--- config.mk ---
export PLATFORM = sky130hd
export DESIGN_NAME = fp32_div_seq
export DESIGN_NICKNAME = d
export VERILOG_FILES = /design/src/rtl/fp32_div_seq.sv
export SDC_FILE = /design/constraint.sdc
export NUM_CORES = 1
export LEC_CHECK = 0
export BUFFER_PORTS_ARGS = -buffer_cell sky130_fd_sc_hd__buf_4
export CAP_MARGIN = 20
export CORE_UTILIZATION = 30
export DETAILED_ROUTE_END_ITERATION = 7
export SLEW_MARGIN = 10
export SYNTH_ARGS = -nofsm -noshare
export SYNTH_HDL_FRONTEND = slang
export SYNTH_SLANG_ARGS = --single-unit
--- constraint.sdc ---
create_clock -name clk -period 5 [get_ports clk]
set_clock_uncertainty 0.05 [all_clocks]
set_input_delay 0.5 -clock clk [delete_from_list [all_inputs] [get_ports clk]]
set_output_delay 0.5 -clock clk [all_outputs]
set_load 0.03 [all_outputs]
--- src/rtl/fp32_div_seq.sv ---
`default_nettype none
// ============================================================================
// Module      : fp32_div_seq
// Description : Sequential IEEE-754 single-precision divider, result = a / b.
//               Restoring mantissa division with STEPS_PER_CYCLE quotient
//               bits resolved per clock and one operation in flight.
//               Numeric behaviour: denormal inputs are flushed to zero, the
//               quotient is truncated (no rounding), and overflow saturates
//               to +/-inf. Exponent 255 is treated as an ordinary exponent.
// Ports       : clk        - clock, rising edge
//               rst        - synchronous active-high reset
//               in_valid   - operands a/b valid
//               in_ready   - divider idle; accept on in_valid & in_ready
//               a, b       - dividend / divisor, FP32
//               out_valid  - result valid, held until accepted
//               out_ready  - consumer accepts on out_valid & out_ready
//               result     - quotient, FP32
//               busy       - high while dividing or normalising
// Revision    : 1.0 - initial release
// ============================================================================
module fp32_div_seq #(
    parameter int STEPS_PER_CYCLE = 1
) (
    input  logic        clk,
    input  logic        rst,
    input  logic        in_valid,
    output logic        in_ready,
    input  logic [31:0] a,
    input  logic [31:0] b,
    output logic        out_valid,
    input  logic        out_ready,
    output logic [31:0] result,
    output logic        busy
);

    localparam logic [1:0] c_ST_IDLE = 2'd0;
    localparam logic [1:0] c_ST_CALC = 2'd1;
    localparam logic [1:0] c_ST_NORM = 2'd2;
    localparam logic [1:0] c_ST_DONE = 2'd3;

    localparam logic [5:0] c_STEPS     = 6'(STEPS_PER_CYCLE);
    localparam logic [5:0] c_QBITS     = 6'd25;
    localparam logic [9:0] c_BIAS_HI   = 10'd127;
    localparam logic [9:0] c_BIAS_LO   = 10'd126;

    logic [1:0]  state_q,     state_d;
    logic        sign_q,      sign_d;
    logic [7:0]  ea_q,        ea_d;
    logic [7:0]  eb_q,        eb_d;
    logic [23:0] mb_q,        mb_d;
    logic [24:0] rem_q,       rem_d;
    logic [24:0] quo_q,       quo_d;
    logic [4:0]  cnt_q,       cnt_d;
    logic [31:0] result_q,    result_d;
    logic        out_valid_q, out_valid_d;

    // Chained restoring-division steps for one clock.
    logic [24:0] step_rem;
    logic [24:0] step_quo;
    logic [24:0] step_sel;
    logic        step_ge;

    always_comb begin
        step_rem = rem_q;
        step_quo = quo_q;
        step_sel = rem_q;
        step_ge  = 1'b0;
        for (int i = 0; i < STEPS_PER_CYCLE; i++) begin
            step_ge  = (step_rem >= {1'b0, mb_q});
            step_quo = {step_quo[23:0], step_ge};
            step_sel = step_ge ? (step_rem - {1'b0, mb_q}) : step_rem;
            // Remainder stays below 2*mb, so the shift never loses a set bit.
            step_rem = step_sel << 1;
        end
    end

    // Normalisation: quotient of two [1,2) mantissas lies in (0.5,2).
    logic [9:0]  norm_e;
    logic [22:0] norm_mant;
    logic [5:0]  cnt_next;

    always_comb begin
        norm_e    = {2'b00, ea_q} - {2'b00, eb_q} + (quo_q[24] ? c_BIAS_HI : c_BIAS_LO);
        norm_mant = quo_q[24] ? quo_q[23:1] : quo_q[22:0];
        cnt_next  = {1'b0, cnt_q} + c_STEPS;
    end

    always_comb begin
        state_d     = state_q;
        sign_d      = sign_q;
        ea_d        = ea_q;
        eb_d        = eb_q;
        mb_d        = mb_q;
        rem_d       = rem_q;
        quo_d       = quo_q;
        cnt_d       = cnt_q;
        result_d    = result_q;
        out_valid_d = out_valid_q;

        case (state_q)
            c_ST_IDLE: begin
                if (in_valid) begin
                    sign_d = a[31] ^ b[31];
                    ea_d   = a[30:23];
                    eb_d   = b[30:23];
                    if (a[30:23] == 8'h00) begin
                        // Zero/denormal dividend: unsigned zero wins over x/0.
                        result_d    = 32'h0000_0000;
                        out_valid_d = 1'b1;
                        state_d     = c_ST_DONE;
                    end else if (b[30:23] == 8'h00) begin
                        result_d    = {a[31] ^ b[31], 8'hFF, 23'h0};
                        out_valid_d = 1'b1;
                        state_d     = c_ST_DONE;
                    end else begin
                        mb_d    = {1'b1, b[22:0]};
                        rem_d   = {2'b01, a[22:0]};
                        quo_d   = 25'h0;
                        cnt_d   = 5'd0;
                        state_d = c_ST_CALC;
                    end
                end
            end
            c_ST_CALC: begin
                rem_d = step_rem;
                quo_d = step_quo;
                cnt_d = cnt_next[4:0];
                if (cnt_next == c_QBITS) begin
                    state_d = c_ST_NORM;
                end
            end
            c_ST_NORM: begin
                if ($signed(norm_e) >= $signed(10'd255)) begin
                    result_d = {sign_q, 8'hFF, 23'h0};
                end else if ($signed(norm_e) <= $signed(10'd0)) begin
                    result_d = 32'h0000_0000;
                end else begin
                    result_d = {sign_q, norm_e[7:0], norm_mant};
                end
                out_valid_d = 1'b1;
                state_d     = c_ST_DONE;
            end
            c_ST_DONE: begin
                if (out_ready) begin
                    out_valid_d = 1'b0;
                    state_d     = c_ST_IDLE;
                end
            end
            default: begin
                state_d = c_ST_IDLE;
            end
        endcase
    end

    always_ff @(posedge clk) begin
        if (rst) begin
            state_q     <= c_ST_IDLE;
            sign_q      <= 1'b0;
            ea_q        <= 8'h00;
            eb_q        <= 8'h00;
            mb_q        <= 24'h0;
            rem_q       <= 25'h0;
            quo_q       <= 25'h0;
            cnt_q       <= 5'd0;
            result_q    <= 32'h0000_0000;
            out_valid_q <= 1'b0;
        end else begin
            state_q     <= state_d;
            sign_q      <= sign_d;
            ea_q        <= ea_d;
            eb_q        <= eb_d;
            mb_q        <= mb_d;
            rem_q       <= rem_d;
            quo_q       <= quo_d;
            cnt_q       <= cnt_d;
            result_q    <= result_d;
            out_valid_q <= out_valid_d;
        end
    end

    always_comb begin
        in_ready  = (state_q == c_ST_IDLE);
        busy      = (state_q == c_ST_CALC) || (state_q == c_ST_NORM);
        out_valid = out_valid_q;
        result    = result_q;
    end

endmodule
`default_nettype wire

==> summary.txt, run 1 <==
Setup path
  – R2R Path End: result[0]
  – Worst R2R Start: ea_q[0]
  – Startpoint Class: flop
  – FF-to-FF setup slack: 1.05 ns
  – Critical Path, Cell by Cell: inv_1 -> ha_1 -> inv_1 -> fa_1 -> xnor2_1 -> nand2_1 -> a2111o_1 -> a2111oi_4 -> o21a_1 -> o21ai_1 -> a21oi_1 -> or4b_4 -> o21ai_0
  – Worst setup EP type: flop
  – CP peak stage delay: 0.69 ns
  – FF-to-FF path depth: 13
  – Worst Path Required: 5.30 ns
  – Max stage delay cell, worst path: or4b_4
  – CP Max Fanout: 23
  – Critical path type: reg2reg
  – Most frequent cell on the critical path: inv_1
  – Worst EP arrival: 4.25 ns

Run
  – MaxCap Viol Count: 0

Floorplan
  – Row count: 57
  – Initial Util: 0.308
  – Die Width: ~160 um
  – Chip Height: between 150 and 200 um
  – Placeable Area: 24500 um^2
  – # IOs: 103
  – Total die area: 25900 um^2

Yosys
  – Synth area leaders: dfxtp_1 (35%), nand2_1 (9.1%), a21oi_1 (7.9%)
  – Syn_nets: 1078
  – Top FF cell, synth: dfxtp_1
  – Post-synthesis cell count: 967
  – Asr flop ratio synth: 0
  – Register area share after synthesis: 0.347
  – Post-Syn Area: 7570 um^2
  – Ys Warns: 0
  – Post-synthesis register bit count: approximately 130
  – Post-synth EDFFs: 0
  – Largest area contributor in the netlist: dfxtp_1
  – Synth cell types: a little under 70
  – Synth top area share: 0.347
  – Synth Area per Inst: 7.83 um^2

Route
  – Via Count: 6774
  – Highest routed metal layer: met4
  – WL met1: 9.12 mm
  – Drt via density: 4.90
  – Met2 routed WL: approximately 9.1 mm
  – Post-Route WL: about 19 mm
  – Drt initial violations: between 200 and 300
  – Met3 Routed Length: 637 um
  – # DRC: 0
  – Routed len/inst: 13.8 um
  – Post-route ant nets: 0
  – DRT Pass-1 Iters: 4

Power
  – Power Total: between 6000 and 7000 uW
  – Pleak: 0.00357 uW
  – Worst ir drop on vdd: 0.401 mV
  – Pwr per Cell Area: 671 nW/um^2

Clock tree
  – Worst-Skew Late Latency: 0.43 ns
  – # hold bufs at CTS: 0
  – Clock buffer depth: 2
  – Clock sinks: 131
  – CTS clk-pin slew, worst paths: 0.07 ns
  – Setup Fix Bufs, Post-CTS: 0
  – Clk root buf: clkbuf_16
  – # H-tree levels: 4
  – CTS tree: done
  – CTS Buf Count: 17
  – Post-CTS sizing: 0

Worst hold path
  – Cell depth of the worst hold path: 3
  – Hold Crit Start: b[9]
  – Worst min path class: in2reg
  – Hold Path End: mb_q[9]

Layout
  – Area Overhead vs Synth: 22.0%
  – # diodes: 0
  – Layout cells sized above 1: 0.178
  – Filler cells: 2637
  – Multi-input gate area: 4540 um^2
  – Sequential cell area: around 2600 um^2
  – NumNets Final: roughly 1200

STA
  – Max_slew headroom: 0.462
  – Crit share post-route: 0.790
  – Worst Tran Pin Value: between 0.8 and 0.9 ns
  – Final worst path period need: 3.95 ns
  – Setup TNS: 0 ns
  – Max frequency: 0.253 GHz
  – # setup viols final: 0
  – Pins Over Slew Limit: 0
  – Final Hold Viols: 0
  – RSZ-0062 raised after global routing: no

Global routing
  – Number of antenna violations at the first check in global routing: 0
  – Largest net degree at the start of global routing: 68
  – GRT overflow: 0
  – GR Util All Layers: 0.150
  – First-pass GRT wire length: 31.5 mm
  – Via count of the first global-routing pass: 6335

Place
  – PortBufs: approximately 100
  – Placer Congestion: around 0.88
  – Final HPWL DP: 13.4 mm

Outcome
  – Status: finished, final reports clean
## kinds of logic (layout without fill, tap and decap cells)
group / Yosys count / count (layout) / share of synthesized area
buffers and inverters: 110 / 201 / 0.0567
and+or+nand+nor: 335 / 335 / 0.199
AOI/OAI and AO/OA: 282 / 282 / 0.242
adders and majority gates: 43 / 43 / 0.0731
xor gates and xnor gates: 25 / 25 / 0.0289
DFF: 131 / 131 / 0.347
muxes: 41 / 41 / 0.0544
## worst max-delay path by stage
stage	start	to	depth (start not counted)
finish	ea_q[0]	result[0]	13
global route	ea_q[0]	result[1]	13
CTS	ea_q[0]	result[0]	13
detailed placement	ea_q[0]	result[0]	13
global placement	ea_q[0]	result[2]	13
floorplan	ea_q[0]	result[10]	14
## layer usage
metal,vias up,track usage
li1,3555,-
met1,3094,0.190
met2,108,0.254
met3,17,0.0336
met4,0,0.0429
met5,-,0
## critical path, delay by kind of cell, from the launching register on
| kind | cells | cell delay [ns] |
|---|---|---|
| AOI/OAI and AO/OA | 6 | 1.52 |
| and+or+nand+nor | 2 | 0.87 |
| adders and majority gates | 2 | 0.62 |
| xor gates and xnor gates | 1 | 0.37 |
| DFF | 1 | 0.31 |
| buffers and inverters | 2 | 0.12 |
## cells in the mapped netlist, drive strengths merged, types with 6 or more instances
| library cell | n |
|---|---|
| o221a | 6 |
| nor3 | 13 |
| a21oi | 119 |
| nand2b | 8 |
| and2 | 6 |
| xor2 | 6 |
| a21o | 13 |
| o21ai | 61 |
| a211oi | 19 |
| o211ai | 6 |
| ha | 41 |
| clkbuf | 49 |
| mux2i | 40 |
| a211o | 10 |
| xnor2 | 19 |
| dfxtp | 131 |
| nor2 | 48 |
| inv | 56 |
| nand3 | 35 |
| nand2 | 183 |
## registers in the layout, indices dropped and copies added (netlist names)
| signal | cells |
|---|---|
| ea_q | 8 |
| sign_q | 1 |
| out_valid | 1 |
| mb_q | 24 |
| rem_q | 25 |
| result | 32 |
| state_q | 2 |
| eb_q | 8 |
| cnt_q | 5 |
| quo_q | 25 |
## area by class of cell
| class | instances | share of cell area |
|---|---|---|
| clock buffer | 17 | 0.0461 |
| clock inverter | 15 | 0.0171 |
| inverter | 56 | 0.0228 |
| multi-input combinational | 726 | 0.492 |
| sequential | 131 | 0.284 |
| tap | 324 | 0.0439 |
| timing repair buffer | 113 | 0.0940 |
## placed cells by master (no fill, tap or decap), drive strengths merged, types with 4 or more instances in the layout
cell type	n
o21bai	4
nor3b	4
o221a	6
nor2b	4
o22ai	5
ha	41
o21a	5
nand2	183
a211o	10
a211oi	19
a21o	13
buf	113
a31oi	4
nor3	13
nand3b	5
clkbuf	17
inv	67
a21oi	119
or3b	4
xor2	6
o21ai	61
o211ai	6
nand3	35
dfxtp	131
nor2	48
o221ai	4
xnor2	19
nand2b	8
mux2i	40
and2	6
and3	5
nand4	5
## where the power goes
group / switching, uW / total, uW / internal [uW]
Clock: 568 / 1240 / 668
Sequential: 118 / 1330 / 1220
Combinational: 2130 / 3620 / 1490
Total: 2820 / 6190 / 3380
## through the flow
step                hold slack (ns)  instances   util  setup slack [ns]  instance area (um^2)
detailed placement            0.398       1349  0.351              1.11                  8620
global placement              0.388       1349  0.351              1.20                  8620
floorplan                     0.386        967      -              1.53                  7570
global route                  0.260       1382  0.376             0.735                  9230
CTS                           0.246       1381  0.375              1.05                  9210
finish                        0.259       1382  0.376              1.05                  9230
No activity file was read; power rests on OpenSTA's default activity.
==> run 2, diff against run 1 <==
- clock period: 5 -> 3.8 ns (I/O delays scaled with it)
==> run 2 against run 1 <==
  * Sequential share of layout area shrank 0.33 points
  * Cell count grew 0.94%
  * First-iteration DRC count shrank 2.0%
  * Largest power group unchanged
  * Critical path depth grew 1
  * Critical endpoint is now result[18]
  * Wire length grew 4.8%
  * Maximum frequency grew 9.5%
  * Die area is the same
  * Critical path type unchanged
==> summary.txt, run 2 (synthesis results as in run 1) <==
Layout
  – Most common cell after layout, fill and taps aside: nand2_1
  – Most frequent cells in the layout: nand2_1 (182), dfxtp_1 (131), buf_4 (122)
  – Layout cells sized above 1: 0.190
  – Max reg flops: 32
  – NumNets Final: between 1000 and 1500
  – Area Overhead vs Synth: 23.5%
  – Final cell count without fillers: 1395
  – # diodes: 0

STA
  – Crit share post-route: 0.949
  – Final Hold Viols: 0
  – Pins Over Slew Limit: 0
  – Final worst path period need: ~3.6 ns
  – Max frequency: 0.277 GHz
  – Max_slew headroom: 0.496
  – Worst Tran Pin Value: 0.756 ns
  – # setup viols final: 0
  – Setup TNS: 0 ns

Setup path
  – Worst setup EP type: flop
  – Critical path type: reg2reg
  – FF-to-FF setup slack: 0.19 ns
  – CP Max Fanout: 11
  – FF-to-FF path depth: 14
  – Startpoint Class: flop
  – Worst EP arrival: 3.93 ns
  – R2R Path End: result[18]
  – Worst R2R Start: ea_q[0]
  – Worst Path Required: 4.12 ns

Route
  – Routed len/inst: 14.4 um
  – # DRC: 0
  – Via Count: 6959
  – DRT Pass-1 Iters: 4
  – Drt via density: ~5.0
  – Drt initial violations: 289
  – Post-Route WL: around 20 mm
  – Post-route ant nets: 0

Floorplan
  – Total die area: 25900 um^2
  – Placeable Area: 24500 um^2
  – Chip Height: between 150 and 200 um
  – Die Width: 161 um
  – Initial Util: 0.308
  – Row count: 57
  – # IOs: 103

Place
  – Final HPWL DP: 13.8 mm
  – PortBufs: 102
  – Placer Congestion: 0.864
  – DP Cell Count: 1361

Global routing
  – GR Util All Layers: 0.154
  – Largest net degree at the start of global routing: 67
  – Via count of the first global-routing pass: roughly 6500
  – First-pass GRT wire length: 32.2 mm
  – Met2 Use GR: 0.268
  – GRT busiest layer: met2
  – Number of antenna violations at the first check in global routing: 0
  – GR Layer Usage met1: 0.192
  – GR Util met3: 0.0284
  – GRT overflow: 0

Clock tree
  – Setup Fix Bufs, Post-CTS: 0
  – # H-tree levels: 4
  – Clock sinks: 131
  – CTS tree: done
  – CTS Buf Count: 17
  – Clock buffer depth: 2
  – Worst-Skew Late Latency: 0.43 ns
  – CTS clk-pin slew, worst paths: 0.07 ns
  – Clk root buf: clkbuf_16

Power
  – Pwr per Cell Area: 895 nW/um^2
  – Pleak: about 0.0036 uW
  – Worst ir drop on vdd: 0.494 mV

Outcome
  – Status: finished, final reports clean

Worst hold path
  – Worst min path class: in2reg
  – Hold Crit Start: b[6]
  – Hold Path End: mb_q[6]
  – Cell depth of the worst hold path: 3

Run
  – MaxCap Viol Count: 0
-- run 2: changes by cell type in the layout (fill, tap and decap cells not counted), sizes merged --
cell	before	now
buf	113	124
clkinv	3	2
inv	67	68
or4b	2	4
-- run 2: timing repair --
item | in CTS | in global routing
hold endpoints to repair | 0 | 0
hold buffers | 0 | 0
gates resized for setup | 0 | 7
endpoints found under the setup margin | 0 | 25
-- run 2: worst max-delay path by stage --
stage	start	cells after the start	to
3_3_place_gp	ea_q[0]	14	result[2]
3_5_place_dp	ea_q[0]	14	result[1]
6_report	ea_q[0]	14	result[18]
2_1_floorplan	ea_q[0]	14	result[10]
5_1_grt	ea_q[0]	13	result[28]
4_1_cts	ea_q[0]	14	result[1]
-- run 2: power by group --
part / switching [uW] / total (uW) / internal (uW)
Sequential: 160 / 1760 / 1600
Clock: 742 / 1610 / 868
Combinational: 2900 / 4990 / 2090
Total: 3810 / 8360 / 4560
-- run 2: final cells by class --
cell class,instances,area (um^2)
Clock buffer,17,425
Clock inverter,15,136
Fill cell,2607,15200
Inverter,56,210
Multi-Input combinational cell,728,4590
Sequential cell,131,2620
Tap cell,324,405
Timing Repair Buffer,124,956
-- run 2: metrics by stage --
stage,setup slack (ns),util,hold slack [ns],instance area (um^2),total power [uW]
global placement,0.192,0.356,0.388,8740,6680
CTS,0.0730,0.379,0.122,9300,8370
global route,-0.0120,0.381,0.141,9340,9000
detailed placement,0.0994,0.356,0.394,8740,6700
finish,0.194,0.381,0.140,9340,8360
floorplan,0.328,-,0.386,7570,5430
-- run 2: critical path: stages (launching register included) --
cell and delay, ns:
dfxtp_1 0.33, inv_1 0.04, ha_1 0.21, inv_1 0.07, fa_1 0.43, inv_1 0.07, ha_1 0.23, nand2_2 0.11
a2111o_1 0.35, a2111oi_4 0.36, o21a_1 0.17, o21ai_1 0.07, a21oi_2 0.23, or4b_4 0.64, o21ai_2 0.17
-- run 2: metal layers --
metal | vias to the layer above | share of wire
li1 | 3586 | -
met1 | 3229 | 0.47
met3 | 21 | 0.033
met4 | 0 | 0.011
met2 | 123 | 0.49
met5 | - | 0
